--- src/rtl/gpi_matrix.sv ---
// gpi_matrix: routes synchronized, glitch-filtered accessory inputs onto CTRL_IN lines via a handshake-programmed map
module gpi_matrix #(
   parameter int NUM_IN  = 8,
   parameter int NUM_OUT = 8,
   parameter int SEL_W   = 4,
   parameter int FILT_W  = 4
) (
   input  logic               clk,
   input  logic               rst,
   input  logic               cfg_stb,
   input  logic [SEL_W-1:0]   cfg_in_sel,
   input  logic [SEL_W-1:0]   cfg_out_sel,
   input  logic               cfg_en,
   output logic               cfg_ack,
   output logic               cfg_err,
   input  logic [FILT_W-1:0]  filt_len,
   input  logic [NUM_IN-1:0]  line_in,
   input  logic [NUM_OUT-1:0] default_out,
   output logic [NUM_OUT-1:0] line_out
);
   localparam logic [SEL_W:0] in_lim  = (SEL_W+1)'(NUM_IN);
   localparam logic [SEL_W:0] out_lim = (SEL_W+1)'(NUM_OUT);
   logic                stb_s1, stb_s2, stb_s3;
   logic                wr, wr_err;
   logic [NUM_OUT-1:0]  map_vld;
   logic [SEL_W-1:0]    map_idx [NUM_OUT];
   logic [NUM_IN-1:0]   in_s1, y, filt;
   logic [FILT_W-1:0]   cnt [NUM_IN];
   logic [2**SEL_W-1:0] filt_pad;
   assign wr       = stb_s2 & ~stb_s3;
   assign wr_err   = ({1'b0, cfg_out_sel} >= out_lim) | (cfg_en & ({1'b0, cfg_in_sel} >= in_lim));
   // zero-padded so any select index addresses a real bit
   assign filt_pad = (2**SEL_W)'(filt);
   always_ff @(posedge clk or posedge rst) begin
      if (rst) begin
         stb_s1  <= 1'b0;
         stb_s2  <= 1'b0;
         stb_s3  <= 1'b0;
         cfg_ack <= 1'b0;
         cfg_err <= 1'b0;
         map_vld <= '0;
         for (int j = 0; j < NUM_OUT; j++) map_idx[j] <= '0;
      end else begin
         stb_s1  <= cfg_stb;
         stb_s2  <= stb_s1;
         stb_s3  <= stb_s2;
         cfg_ack <= stb_s3;
         if (wr) begin
            cfg_err <= wr_err;
            for (int j = 0; j < NUM_OUT; j++)
               if (!wr_err && cfg_out_sel == SEL_W'(j)) begin
                  map_vld[j] <= cfg_en;
                  if (cfg_en) map_idx[j] <= cfg_in_sel;
               end
         end
      end
   end
   // a level must persist past filt_len counted cycles before it is accepted
   always_ff @(posedge clk or posedge rst) begin
      if (rst) begin
         in_s1 <= '0;
         y     <= '0;
         filt  <= '0;
         for (int i = 0; i < NUM_IN; i++) cnt[i] <= '0;
      end else begin
         in_s1 <= line_in;
         y     <= in_s1;
         for (int i = 0; i < NUM_IN; i++)
            if (y[i] == filt[i]) cnt[i] <= '0;
            else if (cnt[i] >= filt_len) begin
               filt[i] <= y[i];
               cnt[i]  <= '0;
            end else cnt[i] <= cnt[i] + 1'b1;
      end
   end
   always_ff @(posedge clk or posedge rst) begin
      if (rst) line_out <= '0;
      else for (int j = 0; j < NUM_OUT; j++)
         line_out[j] <= map_vld[j] ? filt_pad[map_idx[j]] : default_out[j];
   end
endmodule

--- config.mk ---
export PLATFORM = sky130hd
export DESIGN_NAME = gpi_matrix
export DESIGN_NICKNAME = d
export VERILOG_FILES = /design/src/rtl/gpi_matrix.sv
export SDC_FILE = /design/constraint.sdc
export NUM_CORES = 1
export LEC_CHECK = 0
export BUFFER_PORTS_ARGS = -buffer_cell sky130_fd_sc_hd__buf_2
export CAP_MARGIN = 10
export CORE_UTILIZATION = 30
export CTS_CLUSTER_SIZE = 10
export DETAILED_ROUTE_END_ITERATION = 6
export GPL_TIMING_DRIVEN = 1
export HOLD_SLACK_MARGIN = 0.03
export MAX_ROUTING_LAYER = met4
export PLACE_DENSITY = 0.5
export SETUP_SLACK_MARGIN = 0.5
export SLEW_MARGIN = 15
export SYNTH_ARGS = -nofsm -noshare
export SYNTH_HDL_FRONTEND = slang
export SYNTH_SLANG_ARGS = --single-unit
export TNS_END_PERCENT = 50
--- constraint.sdc ---
create_clock -name clk -period 4.3 [get_ports clk]
set_clock_uncertainty 0.2 [all_clocks]
set_input_delay 0.43 -clock clk [delete_from_list [all_inputs] [get_ports clk]]
set_output_delay 0.43 -clock clk [all_outputs]
set_load 0.05 [all_outputs]
==> flow_summary_export.csv <==
group,metric,value,unit
final_layout,final_util,35.9,%
clocking,cts.path.max_buffers,2,
final_layout,final_cell_area,0.00623,mm²
timing,fin_crit_sh,41.9,%
yosys,synth.cell_area,0.00536,mm²
final_layout,layout-drive-gt1-share,21.8,%
timing,setup_tns,0,ns
routing,vias,3375,
worst_setup_path,path_cells,"dlygate4sd3_1 > buf_2 > inv_4 > buf_4",
worst_setup_path,reg2reg_to,"map_idx[24]$_DFFE_PP0P_",
yosys,synthDistinctLibCells,35,
worst_setup_path,worst_setup_path_start_kind,"primary input",
clocking,post_cts_resized,0,
routing,routed_wl,11.1,mm
power_and_ir_drop,p_per_area,494,mW/mm²
timing,tightest_slew,0.696,ns
yosys,ys.warnings.count,0,
yosys,synth.avg_cell_area,12.1,µm²
place,routabilityCongestion,0.767,
min_path,min-delay-start,"default_out[7]",
routing,ant_nets,0,
yosys,synth_fp_nets,514,
floorplanning,io_pins,42,
clocking,cts_setup_buffers,0,
routing,drt_iter0_markers,138,
worst_setup_path,critical_path_required,4.60,ns
clocking,ctsHoldBuffers,10,
timing,slew_headroom,53.6,%
timing,setup_viol,0,
min_path,holdPathEnd,"line_out[7]$_DFF_PP0_",
global_routing,grt_usage,13.5,%
flow_run,drv_cap,0,
place,placed_cells,700,
yosys,synth.top_cell.area_share,50.9,%
yosys,synth_commonest_cells,"dfrtp_1, ha_1, nor2_1",
yosys,synth_edf_count,0,
status,outcome,"finished clean",
timing,holdWs,0.131,ns
worst_setup_path,rrSetupSlack,2.50,ns
timing,fmax,0.555,GHz
worst_setup_path,crit_arrival,2.10,ns
yosys,synth_ff_type,"dfrtp_1",
min_path,hold_class,"primary input to flip-flop",
worst_setup_path,crit_family,"buffers and inverters",
global_routing,grt_pass1_vias,3484,
routing,first_pass_iters,4,
worst_setup_path,critPathMaxStageDelay,0.53,ns
floorplanning,num_rows,48,
clocking,numCtsBuffers,9,
routing,post_drt_wl_per_cell,15.3,µm
clocking,insertion_delay,0.35,ns
final_layout,area_growth_syn_to_layout,16.3,%
power_and_ir_drop,p_leak,2.97,nW
power_and_ir_drop,ir_drop,0.000270,V
routing,drc,0,
clocking,clockRootBuffer,"clkbuf_16",
yosys,syn_inst,442,
yosys,yosysSeqAreaShare,50.9,%
floorplanning,core,0.0174,mm²
final_layout,nets,568,
routing,detail_route.vias_per_cell,4.65,
floorplanning,dieWidth,136,µm
timing,setup_slack,2.50,ns
power_and_ir_drop,p_total,3.07,mW
worst_setup_path,end_kind,"asynchronous set/reset pin",
clocking,cts_sinks,109,
final_layout,antenna_cells,0,
global_routing,grt_start_max_net_pins,58,
timing,rsz0062_at_grt,"false",
worst_setup_path,path_buf_inv,4,
yosys,yosys-top-cells-area,"dfrtp_1, ha_1, mux2_2",
place,io_buffers,41,
global_routing,antenna_found_initial,0,
timing,finalCriticalPeriod,1.80,ns
yosys,synth_top_cell_by_area,"dfrtp_1",
worst_setup_path,slowest_stage,"dlygate4sd3_1",
worst_setup_path,path_max_fanout,57,
floorplanning,dieHeight,136,µm
worst_setup_path,r2r_start,"stb_s3$_DFF_PP0_",
timing,hold_viol,0,
clocking,clk_pin_slew,0.07,ns
clocking,cts_tree,"built",
floorplanning,initial_core_util,30.9,%
yosys,async_reset_ff_share,100,%
yosys,yosysMostFrequentCell,"dfrtp_1",
clocking,htree_num_levels,3,
worst_setup_path,reg2regPathDepth,4,
place,pre_cts_slack,2.18,ns
worst_setup_path,crit_type,"primary input to asynchronous set/reset pin",
final_layout,instances_no_fill,726,
floorplanning,die_area,0.0184,mm²
yosys,synth_seq_cells,109,
global_routing,grt.overflow.total,0,
global_routing,grt_first_pass_wirelength,18.2,mm
min_path,hold_depth,3,
place,placed_cell_area,0.00582,mm²
timing,drv_slew,0,
place,hpwl,7.82,mm
==> cells by family after synthesis <==
| logic type | synth area share [%] |
|---|---|
| xor+xnor | 3.92 |
| mux | 12.6 |
| flops | 50.9 |
| fa+ha+maj | 9.34 |
| compound gates | 6.87 |
| buf+inv | 2.80 |
| simple gates | 13.5 |
==> cells in the final DEF (no fill, tap or decap), types with 2 or more instances in the layout <==
cell type      instances
o211ai_1               8
xnor2_1                8
clkbuf_8               3
nor2_1                39
xor2_1                16
buf_2                 41
o31ai_1                2
nand3b_1              15
nand2_1               15
nor2b_1               18
nand2b_1              11
a21oi_1               18
mux4_2                 8
o32ai_1                6
nand3_1                9
nand4b_1               2
a2111oi_0              6
o22ai_1                2
mux2_2                23
buf_4                  2
dfrtp_1              109
mux2i_1               10
mux2_4                 9
ha_1                  40
o21ai_0               17
inv_1                 27
dlygate4sd3_1         10
and2_1                 3
clkbuf_16              9
nand3b_4               2
==> worst max path at each step <==
stage,start,slack (ns),to,cells past startpoint
floorplan,rst,0.80,cfg_ack$_DFF_PP0_,1
global placement,filt_len[3],2.26,filt[5]$_DFFE_PP0P_,6
detailed placement,filt_len[3],2.18,filt[1]$_DFFE_PP0P_,6
CTS,rst,2.42,cnt[15]$_DFF_PP0_,4
global route,rst,2.30,line_out[1]$_DFF_PP0_,4
finish,rst,2.50,map_vld[0]$_DFFE_PP0P_,4
==> state kept, by name, indices dropped and copies added (netlist names) <==
signal and cells:
map_idx 32, stb_s3 1, y 8, stb_s2 1, map_vld 8, filt 8
cfg_err 1, cfg_ack 1, in_s1 8, stb_s1 1, line_out 8, cnt 32
==> worst register-to-register path, delay by kind of cell (launching register included) <==
family	cells	cell delay, ns
flops	1	0.41
mux	1	0.37
simple gates	3	0.71
==> area by class of cell <==
type	count	area, µm²
clock inverters	3	42.5
clock buffers	13	270
fillers	1661	11100
inverters	28	108
repair buffers	53	320
flip-flops and latches	109	2730
multi-input cells	295	2480
well taps	225	282
==> where the power goes <==
| part | internal [mW] | switching (mW) | leakage, nW |
|---|---|---|---|
| Combinational | 0.375 | 0.381 | 1.41 |
| Clock | 0.499 | 0.363 | 0.152 |
| Sequential | 1.19 | 0.272 | 1.41 |
==> metal layers <==
| metal | vias to the layer above | wire, µm | GRT usage, % |
|---|---|---|---|
| li1 | 1654 | - | - |
| met1 | 1669 | 5410 | 17.9 |
| met2 | 39 | 5270 | 20.5 |
| met3 | 13 | 303 | 2.66 |
| met4 | 0 | 146 | 4.81 |
| met5 | - | 0 | - |
(Power assumes the default switching activity.)
